==> src/rtl/csr_uart_tx.sv <==
// CSR-mapped 8N1 UART transmitter: TXDATA/STATUS/DIVISOR registers in front of a byte FIFO.
// Optional TX-empty interrupt (irq_o, STATUS[8] IE) is built when CSR_UART_TX_IRQ_EN is defined.
module csr_uart_tx #(
  parameter logic [11:0] BASE_ADDR = 12'h7F0,
  parameter int          FIFO_AW   = 3,
  parameter logic [15:0] DIV_RESET = 16'd434
) (
  input  logic        clk_i,
  input  logic        reset_i,
  input  logic [11:0] cadr_i,
  input  logic        coe_i,
  input  logic        cwe_i,
  input  logic [63:0] cdat_i,
  output logic [63:0] cdat_o,
  output logic        cvalid_o,
  output logic        txd_o
`ifdef CSR_UART_TX_IRQ_EN
  ,
  output logic        irq_o
`endif
);

  localparam int DEPTH = 1 << FIFO_AW;

  typedef enum logic [1:0] {ST_IDLE, ST_START, ST_DATA, ST_STOP} state_t;

  // Bus handshake: cvalid_o flags an address hit regardless of strobes; reads are
  // combinational during coe_i, writes commit on the clock edge with cwe_i.
  logic [11:0] offs;
  logic        hit_tx, hit_st, hit_div;
  logic        wr_tx, wr_st, wr_div;

  assign offs     = cadr_i - BASE_ADDR;
  assign hit_tx   = (offs == 12'd0);
  assign hit_st   = (offs == 12'd1);
  assign hit_div  = (offs == 12'd2);
  assign cvalid_o = hit_tx | hit_st | hit_div;
  assign wr_tx    = hit_tx & cwe_i;
  assign wr_st    = hit_st & cwe_i;
  assign wr_div   = hit_div & cwe_i;

  logic [7:0]         mem [DEPTH];
  logic [FIFO_AW-1:0] wptr, rptr;
  logic [FIFO_AW:0]   count;
  logic               full, empty, push, pop, ovr;
  logic [15:0]        divisor, period_m1, cnt;
  logic [7:0]         shreg;
  logic [2:0]         bitidx;
  logic               bit_end, busy, ie;
  state_t             state;

  assign full      = (count == (FIFO_AW + 1)'(DEPTH));
  assign empty     = (count == '0);
  assign bit_end   = (cnt == 16'd0);
  assign busy      = (state != ST_IDLE);
  assign period_m1 = (divisor == 16'd0) ? 16'd0 : divisor - 16'd1;
  assign pop       = ~empty & ((state == ST_IDLE) | ((state == ST_STOP) & bit_end));
  // A pop in the same cycle frees a slot, so a push into a full FIFO still lands.
  assign push      = wr_tx & (~full | pop);

  always_ff @(posedge clk_i) begin
    if (push) mem[wptr] <= cdat_i[7:0];
  end

  always_ff @(posedge clk_i) begin
    if (reset_i) begin
      wptr    <= '0;
      rptr    <= '0;
      count   <= '0;
      ovr     <= 1'b0;
      divisor <= DIV_RESET;
    end else begin
      if (push) wptr <= wptr + 1'b1;
      if (pop)  rptr <= rptr + 1'b1;
      case ({push, pop})
        2'b10:   count <= count + 1'b1;
        2'b01:   count <= count - 1'b1;
        default: count <= count;
      endcase
      if (wr_tx & full & ~pop)  ovr <= 1'b1;
      else if (wr_st & cdat_i[3]) ovr <= 1'b0;
      if (wr_div) divisor <= cdat_i[15:0];
    end
  end

`ifdef CSR_UART_TX_IRQ_EN
  always_ff @(posedge clk_i) begin
    if (reset_i) begin
      ie    <= 1'b0;
      irq_o <= 1'b0;
    end else begin
      if (wr_st) ie <= cdat_i[8];
      irq_o <= ie & empty & ~busy;
    end
  end
`else
  assign ie = 1'b0;
`endif

  // txd_o follows the state of the previous cycle, so each line level lasts one bit period.
  always_ff @(posedge clk_i) begin
    if (reset_i) begin
      state  <= ST_IDLE;
      txd_o  <= 1'b1;
      cnt    <= 16'd0;
      bitidx <= 3'd0;
      shreg  <= 8'd0;
    end else begin
      case (state)
        ST_START: txd_o <= 1'b0;
        ST_DATA:  txd_o <= shreg[0];
        default:  txd_o <= 1'b1;
      endcase
      case (state)
        ST_IDLE: begin
          if (pop) begin
            shreg <= mem[rptr];
            cnt   <= period_m1;
            state <= ST_START;
          end
        end
        ST_START: begin
          if (bit_end) begin
            cnt    <= period_m1;
            bitidx <= 3'd0;
            state  <= ST_DATA;
          end else begin
            cnt <= cnt - 16'd1;
          end
        end
        ST_DATA: begin
          if (bit_end) begin
            cnt    <= period_m1;
            shreg  <= shreg >> 1;
            bitidx <= bitidx + 3'd1;
            if (bitidx == 3'd7) state <= ST_STOP;
          end else begin
            cnt <= cnt - 16'd1;
          end
        end
        ST_STOP: begin
          if (bit_end) begin
            if (pop) begin
              shreg <= mem[rptr];
              cnt   <= period_m1;
              state <= ST_START;
            end else begin
              state <= ST_IDLE;
            end
          end else begin
            cnt <= cnt - 16'd1;
          end
        end
        default: state <= ST_IDLE;
      endcase
    end
  end

  logic [63:0] status_word;
  logic        unused_bits;
  assign unused_bits = ^{cdat_i[63:16], cdat_i[8]};

  always_comb begin
    status_word                  = 64'h0;
    status_word[0]               = full;
    status_word[1]               = empty;
    status_word[2]               = busy;
    status_word[3]               = ovr;
    status_word[8]               = ie;
    status_word[16 +: FIFO_AW+1] = count;
    cdat_o = 64'h0;
    if (coe_i) begin
      if (hit_st)  cdat_o = status_word;
      if (hit_div) cdat_o[15:0] = divisor;
    end
  end

endmodule

==> config.mk <==
export PLATFORM = sky130hd
export DESIGN_NAME = csr_uart_tx
export DESIGN_NICKNAME = d
export VERILOG_FILES = /design/src/rtl/csr_uart_tx.sv
export SDC_FILE = /design/constraint.sdc
export NUM_CORES = 1
export LEC_CHECK = 0
export CAP_MARGIN = 5
export CORE_MARGIN = 2
export CORE_UTILIZATION = 52
export CTS_CLUSTER_SIZE = 20
export DETAILED_ROUTE_END_ITERATION = 8
export HOLD_SLACK_MARGIN = 0.02
export PLACE_DENSITY = 0.83
export SETUP_SLACK_MARGIN = 0.4
export SLEW_MARGIN = 20
export SYNTH_ARGS = -nofsm -noshare
export SYNTH_HDL_FRONTEND = slang
export SYNTH_SLANG_ARGS = --single-unit
==> constraint.sdc <==
create_clock -name clk_i -period 4.3 [get_ports clk_i]
set_input_delay 1.29 -clock clk_i [delete_from_list [all_inputs] [get_ports clk_i]]
set_output_delay 1.29 -clock clk_i [all_outputs]
set_load 0.03 [all_outputs]
Word-level counts from Yosys, hierarchy flattened:

Memories as Yosys holds them, arrays and structs flattened. A register that Yosys moved wholly into a read port is not among the register bits.
Cells that the tools add are included.

* register bits: 57
* RAM bits: 64
* output and inout bits: 66
* word-level logic and storage cells: 93
* memories: 1

* $add $sub $neg: 8
* eq/ne operators: 14
* muxes and demuxes: 30
* bitwise operators: 16
* reduce and logical (&&, ||, !) cells: 14

Memories
* mem: words 8, bits a word 8, rd ports 1, clocked after memory_dff 1, write ports 1, RTL line 42 `logic [7:0] mem [DEPTH];`

Operators by type and width (count)
* two-way mux 16 bit: 5
* case mux 16 bit (3 select lines): 1
* two-way mux 20 bit: 2
* logical NOT 16 bit: 2
* subtractor 16 x 1 -> 16 bit (second input constant): 2
* two-way mux 8 bit: 3
* case mux 8 bit (3 select lines): 1
* equality test 12 x 1 -> 1 bit (second input constant): 1
* equality test 12 x 2 -> 1 bit (second input constant): 1
* logical NOT 12 bit: 1
* two-way mux 3 bit: 4
* subtractor 12 x 11 -> 12 bit (second input constant): 1
* two-way mux 2 bit: 5
* != test 2 bit (second input constant): 5
* adder 3 x 1 -> 3 bit (second input constant): 3
* AND 1 bit: 9
* case mux 2 bit (4 select lines): 1
* case mux 4 bit (2 select lines): 1
* nonzero test 2 bit: 4
* equality test 2 bit (second input constant): 3
* case mux 3 bit (2 select lines): 1
* AND reduction 3 bit: 2
* two-way mux 1 bit: 5
* AND reduction 5 bit: 1
* other kinds (12): 18

Depth between registers and ports, before layout:

Gate-level depths: netlist of run 1.

* depth in word-level cells: 8
* mapped depth: 11
* gate-level depth less buffers: 11

Worst setup path after synthesis of run 1:

Ideal clock, no wire load.

* kind: input to register
* start: input port cadr_i[1]
* end: memory mem[0][0] (enable)
* data arrival time: 3551 ps
* slack: 365 ps
* cell stages on the path: 5
* buffers on the path: 0
* path through: or3b_2 > nor4_2 > a21boi_0 > nand2b_1 > nor3_1

* cells in the longest elaborated chain, start to end: 6

Ends and longest elaborated chain
* start: declaration: RTL line 10 `input logic [11:0] cadr_i,`
* subtractor 12 x 11 -> 12 bit: RTL line 33 `assign offs = cadr_i - BASE_ADDR;`
* logical NOT 12 bit: RTL line 34 `assign hit_tx = (offs == 12'd0);`
* AND 1 bit: RTL line 38 `assign wr_tx = hit_tx & cwe_i;`
* AND 1 bit: RTL line 59 `assign push = wr_tx & (~full | pop);`
* two-way mux 1 bit: RTL line 62 `if (push) mem[wptr] <= cdat_i[7:0];`
* two-way mux 1 bit (not written as such): RTL line 62
* end: declaration: RTL line 42

No other way between the ends.

Final worst setup path of run 1:

* start: input port cadr_i[1]
* end: output port cdat_o[13]

* cells in the longest elaborated chain, start to end: 4

Ends and longest elaborated chain
* subtractor 12 x 11 -> 12 bit: RTL line 33
* equality test 12 x 2 -> 1 bit: RTL line 36 `assign hit_div = (offs == 12'd2);`
* two-way mux 16 bit: RTL line 174 `if (hit_div) cdat_o[15:0] = divisor;`
* two-way mux 20 bit: RTL line 172 `if (coe_i) begin`
* end: declaration: RTL line 14 `output logic [63:0] cdat_o,`

No other way between the ends.

==> run metrics, run 1 <==
Initial Util 0.5352; Synth warnings 0; worst slew pin tran 0.9626 ns; Core Box Area 12670 sq um; crit path cell chain clkdlybuf4s50_1, nor2b_4, and3_4, and2_1, buf_4; antenna-violating nets left 0; layout cell share with drive strength beyond 1 0.1636; initial antenna violation count 0; WHS 0.4665 ns; first drt pass iteration count 6; Total Wirelength 17.85 mm; switching portion of total power 0.4053; EDFF count, synth 64; TritonCTS clock tree yes; post-synthesis cell area 6782 sq um; Root Buffer clkbuf_16; part of the cycle the worst path needs 0.8982; routed len/inst 19.32 um; n_diodes 0; WS Path Type in2out; clk_lat worst skew 0.42 ns; CTS H-Tree Depth 4; fraction of the mapped netlist area in adder cells 0.02030; RSZ-0062 raised after global routing false; CP startpoint kind input port; Max-slew headroom 0.3524; register area share after synthesis 0.4605; CTS Hold Buffers Added 0; Hold Path Class reg2reg; final hold viol count 0; worst vdd ir 0.0003776 V; Final HPWL DP 11.65 mm; Pins Over Slew Limit 0; status finished, final reports clean; Via-to-Cell Ratio 6.122; reg2reg start state[0]$_SDFFE_PP0P_; Distinct cells, synth 64; vias in the first global route 5444; drt first-iter violations 640; Total Neg Setup Slack 0 ns; WP data required 3.01 ns; Layout Nets 830; Num CTS Buffers 17; DRC 0; worst-path fanout max 12; total power 0.005127 W; main combinational cell family by area after synthesis simple AND/OR/NAND/NOR gates; Setup crit start cadr_i[1]; Switch Pwr 0.002078 W; post-synthesis mux area share 0.08192; Synth Flop Type edfxtp_1; synthesized area per cell 9.857 sq um; endpoint type of the worst setup path primary output; share of async-settable or async-resettable flops after synthesis 0; clock power share 0.285; CP max-delay cell clkdlybuf4s50_1; clk_skew 0.005870 ns; CTS sink cnt 124; Yosys reg bits 124; GRT Residual Overflow 0; hold path start bitidx[1]$_SDFFE_PP0P_; area grow syn2layout 17.90%; num ports 146; Die ar. 13970 sq um; Die Span Y 118.2 um; Gate power share 0.412; first-pass GRT wire length 28.49 mm; gr usage total 0.2600; routed via count 5657; Seq pwr share 0.303; largest net degree at the start of global routing 30; number of max-cap violations 0; xor-xnor portion of the synthesized cell area 0.02066; PwrDens 641.3 nW/um^2; CP top delay family buffers and inverters; static leakage 2.906 nW; CTS clk-pin slew, worst paths 0.06 ns; Final min period 3.862 ns; CTS Buffer Depth 2; Setup-failing EPs final 0; Post-Synth Simple-Gate Area 0.1924; cell count after synthesis 688; CP peak stage delay 0.54 ns; Die X 118.2 um; Core Util, Final 0.6310; Buffers & Inverters on Critical Path 2; GP Congestion 0.9428; critical path arrival 2.57 ns; row count 41; Synth Area in Compound Gates 0.1415; Int Pwr 0.003049 W; port bufs 53; FMAX 258.9 MHz
worst register-to-register path, delay by kind of cell (launching register included):
family / cells / cell delay [ns]
mux: 1 / 0.34
fa+ha+maj: 2 / 0.82
xor+xnor: 1 / 0.18
simple gates: 4 / 0.67
compound gates: 2 / 0.46
flops: 1 / 0.39
cell families after synthesis:
| kind of cell | count (synthesis) |
|---|---|
| muxes | 35 |
| xor gates and xnor gates | 16 |
| DFF | 124 |
| AOI/OAI and AO/OA | 149 |
| buffers and inverters | 100 |
| adders and majority gates | 11 |
| other | 1 |
| and+or+nand+nor | 252 |
cell type report:
type | count | area [sq um]
clock inverter | 15 | 176.4
fill | 968 | 4676
sequential | 124 | 3124
multi-input combinational | 507 | 3343
clock buffer | 17 | 425.4
timing repair buffer | 78 | 669.4
tap | 172 | 215.2
inverter | 11 | 41.29
path summary, 6_finish.rpt:
kind,to,slack [ns],depth (start not counted)
worst max-delay path,cdat_o[13],0.44,5
worst min register to register,bitidx[1]$_SDFFE_PP0P_,0.47,2
worst min-delay path,bitidx[1]$_SDFFE_PP0P_,0.47,2
worst max register to register,count[2]$_SDFFE_PP0P_,1.33,10
state kept, by name (all words and copies together), names as in the netlist, named ones only:
signal and cells:
divisor 16, cnt 16, shreg 8, state 2, rptr 3, ovr 1, txd_o 1, count 4
wptr 3, bitidx 3, mem 64
timing repair:
item | in CTS | in global routing
setup endpoints to repair | 21 | 15
pin swaps | 3 | 0
resized for setup | 25 | 5
buffers inserted | 3 | 0
power groups by stage:
stage	logic (W)	registers, W	clock network [W]
floorplan	0.00163	0.00146	0
global placement	0.00196	0.00156	0
detailed placement	0.00203	0.00157	0
CTS	0.00205	0.00155	0.00146
global route	0.00228	0.00158	0.00152
finish	0.00211	0.00155	0.00146
stage by stage:
| step | std cells | instance area (sq um) | setup WS [ns] |
|---|---|---|---|
| finish | 924 | 7995 | 0.4376 |
| global route | 924 | 7995 | 0.3889 |
| CTS | 924 | 7976 | 0.4149 |
| detailed placement | 889 | 7296 | 0.1331 |
| global placement | 889 | 7296 | 0.2071 |
| floorplan | 731 | 6958 | 0.5235 |
layout by cell type (no fill, tap or decap), drive strengths merged, types with 6 or more instances in the layout:
cell and count:
edfxtp 64, o31ai 9, xnor2 7, or3 8, buf 47, nor2b 6, nand2 70, a21oi 44
a22oi 8, dlygate4sd2 10, conb 44, ha 11, nand3 24, xor2 9, nor3 17, mux2i 15
dfxtp 60, clkdlybuf4s50 20, or4 11, o211ai 12, mux4 16, and2 19, nand4 9, nor2 41
nor4 18, nand2b 10, clkbuf 17, inv 19, o21ai 34
cell usage after synthesis (6+ instances only):
cell type	number	share of area
xnor2_1	7	0.0090
nor3_1	17	0.013
or4_1	9	0.010
nor2b_1	6	0.0055
buf_4	44	0.049
inv_1	11	0.0061
o31ai_1	9	0.010
and2_1	19	0.018
o211ai_1	12	0.013
nand2b_1	10	0.0092
mux4_2	16	0.053
nand3_1	24	0.018
nand2_1	70	0.039
o21ai_0	33	0.024
nor4_1	17	0.016
mux2i_1	15	0.022
ha_1	11	0.020
xor2_1	9	0.012
edfxtp_1	64	0.28
nor2_1	41	0.023
a22oi_1	8	0.0089
nand4_1	9	0.0083
clkbuf_1	40	0.022
dfxtp_1	60	0.18
or3_1	8	0.0074
a21oi_1	44	0.032
metal layers:
metal	track usage	wire, um
met4	0.1227	493
met5	0	0
met3	0.05261	1662
met1	0.3262	6838
met2	0.4306	8859
Note: power is estimated with default switching activity, not from simulation.
==> run 2, diff against run 1 <==
--- a/config.mk
+++ b/config.mk
@@ -7,11 +7,11 @@
 export LEC_CHECK = 0
 export CAP_MARGIN = 5
 export CORE_MARGIN = 2
-export CORE_UTILIZATION = 52
+export CORE_UTILIZATION = 40
 export CTS_CLUSTER_SIZE = 20
 export DETAILED_ROUTE_END_ITERATION = 8
 export HOLD_SLACK_MARGIN = 0.02
-export PLACE_DENSITY = 0.83
+export PLACE_DENSITY = 0.66
 export SETUP_SLACK_MARGIN = 0.4
 export SLEW_MARGIN = 20
 export SYNTH_ARGS = -nofsm -noshare
==> run 2 against run 1 <==
  * Sequential share of layout area is 0.29 points lower
  * Sequential cell count is the same
  * First-iteration DRC count is 11% lower
  * Cell count grew 5.3%
  * Global-route usage fell by 7.3 points
  * Count of clock-buffer cells in the layout is 1 higher
  * Wire length shrank 5.6%
  * Die area up 29%
  * Critical path depth increased by 2
==> run metrics, run 2 (synthesized netlist as in run 1, its figures left out) <==
FMAX 262.0 MHz (was 258.9 MHz); Final min period 3.816 ns (was 3.862 ns); DP Worst Slack 0.1507 ns (was 0.1331 ns); commonest cells after routing, fill and taps aside nand2_1, edfxtp_1, dfxtp_1 (unchanged); FF-to-FF setup slack 1.50 ns (was 1.33 ns); Die ar. 18010 sq um (was 13970 sq um); CTS clk-pin slew, worst paths 0.06 ns (about the same); worst vdd ir 0.0003020 V (was 0.0003776 V); reg2reg path depth 5 (was 10); clk_skew 0.007247 ns (was 0.005870 ns); endpoint type of the worst setup path primary output (unchanged); part of the cycle the worst path needs 0.8875 (was 0.8982); total power 0.005063 W (was 0.005127 W); worst slew pin tran 0.9511 ns (was 0.9626 ns); hold path cells 2 (unchanged); first-pass GRT wire length 26.56 mm (was 28.49 mm); CP peak stage delay 0.29 ns (was 0.54 ns); PwrDens 628.7 nW/um^2 (was 641.3 nW/um^2); critical path arrival 2.53 ns (was 2.57 ns); worst-path fanout max 4 (was 12); area grow syn2layout 18.76% (was 17.90%); antenna-violating nets left 0 (unchanged); RSZ-0062 raised after global routing false (unchanged); n_diodes 0 (unchanged); Via-to-Cell Ratio 5.673 (was 6.122); CP max-delay cell nor3_4 (was clkdlybuf4s50_1); commonest non-fill, non-tap cell in the layout nand2_1 (unchanged); TritonCTS clock tree yes (unchanged); Hold Path Class reg2reg (unchanged); DRC 0 (unchanged); initial antenna violation count 1 (was 0); crit path cell chain clkbuf_2, nand4bb_4, nor3_4, buf_6, and3_4, and2_4, buf_6 (was clkdlybuf4s50_1, nor2b_4, and3_4, and2_1, buf_4); Total Neg Setup Slack 0 ns (unchanged); Initial Util 0.4089 (was 0.5352); Max-slew headroom 0.3601 (was 0.3524); Die X 134.2 um (was 118.2 um); layout cell share with drive strength beyond 1 0.1673 (was 0.1636); final hold viol count 0 (unchanged); CTS sink cnt 124 (unchanged); drt first-iter violations 569 (was 640); cell repeated most along the worst path buf_6; Die Span Y 134.2 um (was 118.2 um); status finished, final reports clean (unchanged); Layout Nets 832 (was 830); Core Box Area 16580 sq um (was 12670 sq um); Root Buffer clkbuf_16 (unchanged); CP startpoint kind input port (unchanged); routed len/inst 17.32 um (was 19.32 um); Num CTS Buffers 17 (unchanged); Top reg by flops mem (unchanged); reg2reg start cnt[4]$_SDFF_PP0_ (was state[0]$_SDFFE_PP0P_); CTS H-Tree Depth 4 (unchanged); vias in the first global route 5200 (was 5444); gr usage total 0.1873 (was 0.2600); Total Wirelength 16.85 mm (was 17.85 mm); Final HPWL DP 11.43 mm (was 11.65 mm); Pins Over Slew Limit 0 (unchanged); GP Congestion 0.9171 (was 0.9428); final worst setup slack 0.4839 ns (was 0.4376 ns); Worst Hold End ovr$_SDFFE_PP0P_ (was bitidx[1]$_SDFFE_PP0P_); max reg flops 64 (unchanged); clk_lat worst skew 0.43 ns (was 0.42 ns); R2R Path End shreg[7]$_SDFFE_PP0P_ (was count[2]$_SDFFE_PP0P_); Setup-failing EPs final 0 (unchanged); WP data required 3.01 ns (about the same); largest net degree at the start of global routing 31 (was 30); static leakage 2.914 nW (was 2.906 nW); port bufs 53 (unchanged); routed via count 5520 (was 5657); WS Path Type in2out (unchanged); first drt pass iteration count 5 (was 6); number of max-cap violations 0 (unchanged); largest registers mem x64, cnt x16, divisor x16 (unchanged); hold path start ovr$_SDFFE_PP0P_ (was bitidx[1]$_SDFFE_PP0P_); GRT Residual Overflow 0 (unchanged); CTS Buffer Depth 2 (unchanged); row count 47 (was 41); num ports 146 (unchanged)
==> run 2: cell types whose count changed in the layout (fill, tap and decap cells not counted), sizes merged <==
cell,delta
and3,+1
dlymetal6s2s,+1
clkdlybuf4s50,-1
clkdlybuf4s15,+5
dlygate4sd2,-9
clkbuf,+5
bufinv,+1
inv,-5
clkinv,+2
buf,+1
==> run 2: worst max-delay path by stage <==
| stage | depth (start not counted) | end | start |
|---|---|---|---|
| finish | 7 | cdat_o[19] | cadr_i[2] |
| global route | 7 | cdat_o[17] | cadr_i[7] |
| CTS | 5 | cdat_o[15] | cadr_i[1] |
| detailed placement | 6 | cdat_o[15] | cadr_i[7] |
| global placement | 6 | cdat_o[11] | cadr_i[2] |
| floorplan | 5 | cdat_o[10] | cadr_i[2] |
==> run 2: through the flow <==
step | cells | utilization | hold WS (ns) | cell area [sq um]
after floorplan | 731 | - | 0.4324 | 6958
after global placement | 937 | 0.4436 | 0.4422 | 7356
after detailed placement | 937 | 0.4436 | 0.4617 | 7356
after CTS | 970 | 0.4839 | 0.4681 | 8024
after global routing | 973 | 0.4857 | 0.4849 | 8054
final | 973 | 0.4857 | 0.4686 | 8054
==> run 2: power breakdown <==
| part | internal (W) | total [W] | switching (W) |
|---|---|---|---|
| Clock | 0.000911 | 0.00144 | 0.000533 |
| Sequential | 0.00137 | 0.00155 | 0.000183 |
| Combinational | 0.000800 | 0.00207 | 0.00127 |
==> run 2: area by class of cell <==
class	count	area [sq um]
clock inverter	13	167.7
inverter	11	41.29
fill	1485	8529
tap	220	275.3
multi-input combinational	508	3346
clock buffer	18	429.2
timing repair buffer	79	670.6
sequential	124	3124
==> run 2: routing by layer <==
metal  track usage  part of all wire
met3       0.03628             0.076
met5             0                 0
met2        0.3109              0.48
met1        0.2435              0.42
met4       0.06901             0.020
==> run 2: worst max-delay path, delay by kind of cell <==
kind / cells / cell delay, ns
buffers and inverters: 3 / 0.35
AND/OR/NAND/NOR: 4 / 0.87
==> run 2: timing repair <==
action | 4_1_cts | 5_1_grt
gates resized for setup | 25 | 18
setup buffers | 2 | 2
endpoints found under the setup margin | 20 | 20
gates cloned | 0 | 1
hold buffers | 0 | 0
hold endpoints to repair | 0 | 0
pin swaps | 3 | 4
==> run 3, diff against run 2 <==
--- a/config.mk
+++ b/config.mk
@@ -6,14 +6,17 @@
 export NUM_CORES = 1
 export LEC_CHECK = 0
 export CAP_MARGIN = 5
+export CELL_PAD_IN_SITES_DETAIL_PLACEMENT = 1
+export CELL_PAD_IN_SITES_GLOBAL_PLACEMENT = 2
 export CORE_MARGIN = 2
-export CORE_UTILIZATION = 40
+export CORE_UTILIZATION = 32
 export CTS_CLUSTER_SIZE = 20
 export DETAILED_ROUTE_END_ITERATION = 8
 export HOLD_SLACK_MARGIN = 0.02
-export PLACE_DENSITY = 0.66
+export PLACE_DENSITY = 0.82
 export SETUP_SLACK_MARGIN = 0.4
 export SLEW_MARGIN = 20
 export SYNTH_ARGS = -nofsm -noshare
 export SYNTH_HDL_FRONTEND = slang
 export SYNTH_SLANG_ARGS = --single-unit
+export TNS_END_PERCENT = 50
==> run 3 against run 2 <==
  * First-iteration DRC count fell by 35%
  * Design area up 0.93%
  * Wire length rose by 20%
  * Global-route usage is essentially flat
  * Sequential cell count stayed put
  * Die area grew 24%
  * Clock power fell by 7%
  * Largest cell class unchanged
==> run metrics, run 3 (synthesized netlist as in run 1, its figures left out) <==
critical path arrival 2.56 ns (was 2.53 ns); clk_skew 0.01511 ns (was 0.007247 ns); Core Util, Final 0.3892 (was 0.4857); largest net degree at the start of global routing 33 (was 31); antenna-violating nets left 0 (unchanged); commonest cells after routing, fill and taps aside nand2_1, edfxtp_1, dfxtp_1 (unchanged); part of the cycle the worst path needs 0.8952 (was 0.8875); CP peak stage delay 0.26 ns (was 0.29 ns); number of max-cap violations 0 (unchanged); port bufs 53 (unchanged); reg2reg path depth 7 (was 5); max reg flops 64 (unchanged); routed via count 5585 (was 5520); DRC 0 (unchanged); Final HPWL DP 14.02 mm (was 11.43 mm); WP data required 3.01 ns (about the same); row count 53 (was 47); GP Congestion 0.8470 (was 0.9171); area occupied by multi-input gates 3362 sq um (was 3346 sq um); worst vdd ir 0.0003280 V (was 0.0003020 V); initial antenna violation count 0 (was 1); clk_lat worst skew 0.43 ns (about the same); routed len/inst 19.58 um (was 17.32 um); cell repeated most along the worst path buf_6 (unchanged); drt first-iter violations 372 (was 569); Hold Path Class reg2reg (unchanged); TritonCTS clock tree yes (unchanged); Max-slew headroom 0.2323 (was 0.3601); status finished, final reports clean (unchanged); Pins Over Slew Limit 0 (unchanged); WS Path Type in2out (unchanged); Total Neg Setup Slack 0 ns (unchanged); Setup-failing EPs final 0 (unchanged); CP max-delay cell nor3_4 (unchanged); FMAX 259.8 MHz (was 262.0 MHz); Final min period 3.849 ns (was 3.816 ns); Top reg by flops mem (unchanged); FF-to-FF setup slack 1.25 ns (was 1.50 ns); GRT Residual Overflow 0 (unchanged); final hold viol count 0 (unchanged); num ports 146 (unchanged); layout cell share with drive strength beyond 1 0.1789 (was 0.1673); Num CTS Buffers 17 (unchanged); CTS Hold Buffers Added 0 (unchanged); R2R Path End mem[2][1]$_DFFE_PP_ (was shreg[7]$_SDFFE_PP0P_); Root Buffer clkbuf_16 (unchanged); Buffers & Inverters on Critical Path 3 (unchanged); Filler cells 2329 (was 1485); CP top delay family simple AND/OR/NAND/NOR gates (unchanged); RSZ-0062 raised after global routing false (unchanged); Via-to-Cell Ratio 5.396 (was 5.673); endpoint type of the worst setup path primary output (unchanged); Core Box Area 20890 sq um (was 16580 sq um); CTS clk-pin slew, worst paths 0.06 ns (about the same); Reg area 3124 sq um (unchanged); CTS H-Tree Depth 4 (unchanged); static leakage 2.912 nW (was 2.914 nW); Die Span Y 149.6 um (was 134.2 um); worst-path fanout max 4 (unchanged); total power 0.005069 W (was 0.005063 W); gr usage total 0.1869 (was 0.1873); Die X 149.6 um (was 134.2 um); area grow syn2layout 19.87% (was 18.76%); CP endpoint cdat_o[19] (unchanged); largest registers mem x64, cnt x16, divisor x16 (unchanged); PwrDens 623.5 nW/um^2 (was 628.7 nW/um^2); Setup crit start cadr_i[4] (was cadr_i[2]); Non-Filler Instances 1035 (was 973); commonest non-fill, non-tap cell in the layout nand2_1 (unchanged); reg2reg start cnt[14]$_SDFF_PP0_ (was cnt[4]$_SDFF_PP0_); placed cells 992 (was 937); worst slew pin tran 1.141 ns (was 0.9511 ns); first-pass GRT wire length 32.19 mm (was 26.56 mm); Levels on crit path 7 (unchanged); crit path cell chain dlygate4sd2_1, nand4bb_4, nor3_4, buf_6, and3_4, and2_4, buf_6 (was clkbuf_2, nand4bb_4, nor3_4, buf_6, and3_4, and2_4, buf_6); CP startpoint kind input port (unchanged); Die ar. 22370 sq um (was 18010 sq um); vias in the first global route 5964 (was 5200); CTS Buffer Depth 2 (unchanged); Initial Util 0.3246 (was 0.4089); n_diodes 0 (unchanged); first drt pass iteration count 5 (unchanged); CTS sink cnt 124 (unchanged); Layout Nets 838 (was 832); Total Wirelength 20.26 mm (was 16.85 mm)
run 3: cell types whose count changed in the layout (fill, tap and decap cells not counted), moves of 2 or more:
cell	previous run	this run
dlygate4sd2_1	1	3
clkinv_2	2	0
buf_4	42	46
clkinvlp_4	2	6
bufinv_16	3	0
clkinv_4	3	1
clkbuf_2	4	6
inv_6	3	6
clkdlybuf4s15_1	5	2
buf_6	5	7
run 3: where the power goes:
part | internal, W | total [W] | switching [W]
logic | 0.000812 | 0.00217 | 0.00136
clock network | 0.000762 | 0.00134 | 0.000576
registers | 0.00137 | 0.00156 | 0.000191
total | 0.00294 | 0.00507 | 0.00213
run 3: worst reg2reg max path: stages, from the launching register on:
cell,delay [ns]
dfxtp_1,0.37
nor4_1,0.75
a41oi_1,0.37
a21boi_0,0.40
buf_4,0.20
nand2b_1,0.14
nor2_1,0.28
buf_4,0.25
run 3: through the flow:
stage / setup slack [ns] / hold WS [ns] / cell area (sq um)
final: 0.4507 / 0.4615 / 8129
after global routing: 0.4047 / 0.4785 / 8129
after floorplan: 0.3964 / 0.4324 / 6953
after global placement: 0.05595 / 0.4426 / 7420
after detailed placement: 0.03956 / 0.4556 / 7420
after CTS: 0.3660 / 0.4647 / 8132
run 3: worst min path at each step:
stage	startpoint	end	slack (ns)	depth (start not counted)
final	bitidx[2]$_SDFFE_PP0P_	bitidx[2]$_SDFFE_PP0P_	0.46	2
after global routing	bitidx[2]$_SDFFE_PP0P_	bitidx[2]$_SDFFE_PP0P_	0.48	2
after CTS	bitidx[2]$_SDFFE_PP0P_	bitidx[2]$_SDFFE_PP0P_	0.46	2
after detailed placement	bitidx[2]$_SDFFE_PP0P_	bitidx[2]$_SDFFE_PP0P_	0.46	2
after global placement	bitidx[1]$_SDFFE_PP0P_	bitidx[1]$_SDFFE_PP0P_	0.44	2
after floorplan	ovr$_SDFFE_PP0P_	ovr$_SDFFE_PP0P_	0.43	2
run 3: timing repair:
item                                   CTS  global route
pin swaps                                4             3
setup endpoints to repair               21            33
cloned                                   1             0
buffers inserted                         9             1
resized for setup                       36            14
endpoints found under the hold margin    0             0
run 3: metal layers:
metal	vias to the layer above	global-route usage	part of all wire
li1	2598	-	-
met3	38	0.03659	0.045
met5	-	0	0
met4	0	0.07714	0.024
met1	2775	0.2334	0.44
met2	174	0.3163	0.49
run 3: final cells by class:
type,instances,share of cell area
multi-input combinational,508,0.4136
sequential,124,0.3843
timing repair buffer,85,0.08712
clock buffer,19,0.05449
tap,275,0.04233
clock inverter,13,0.01308
inverter,11,0.005079
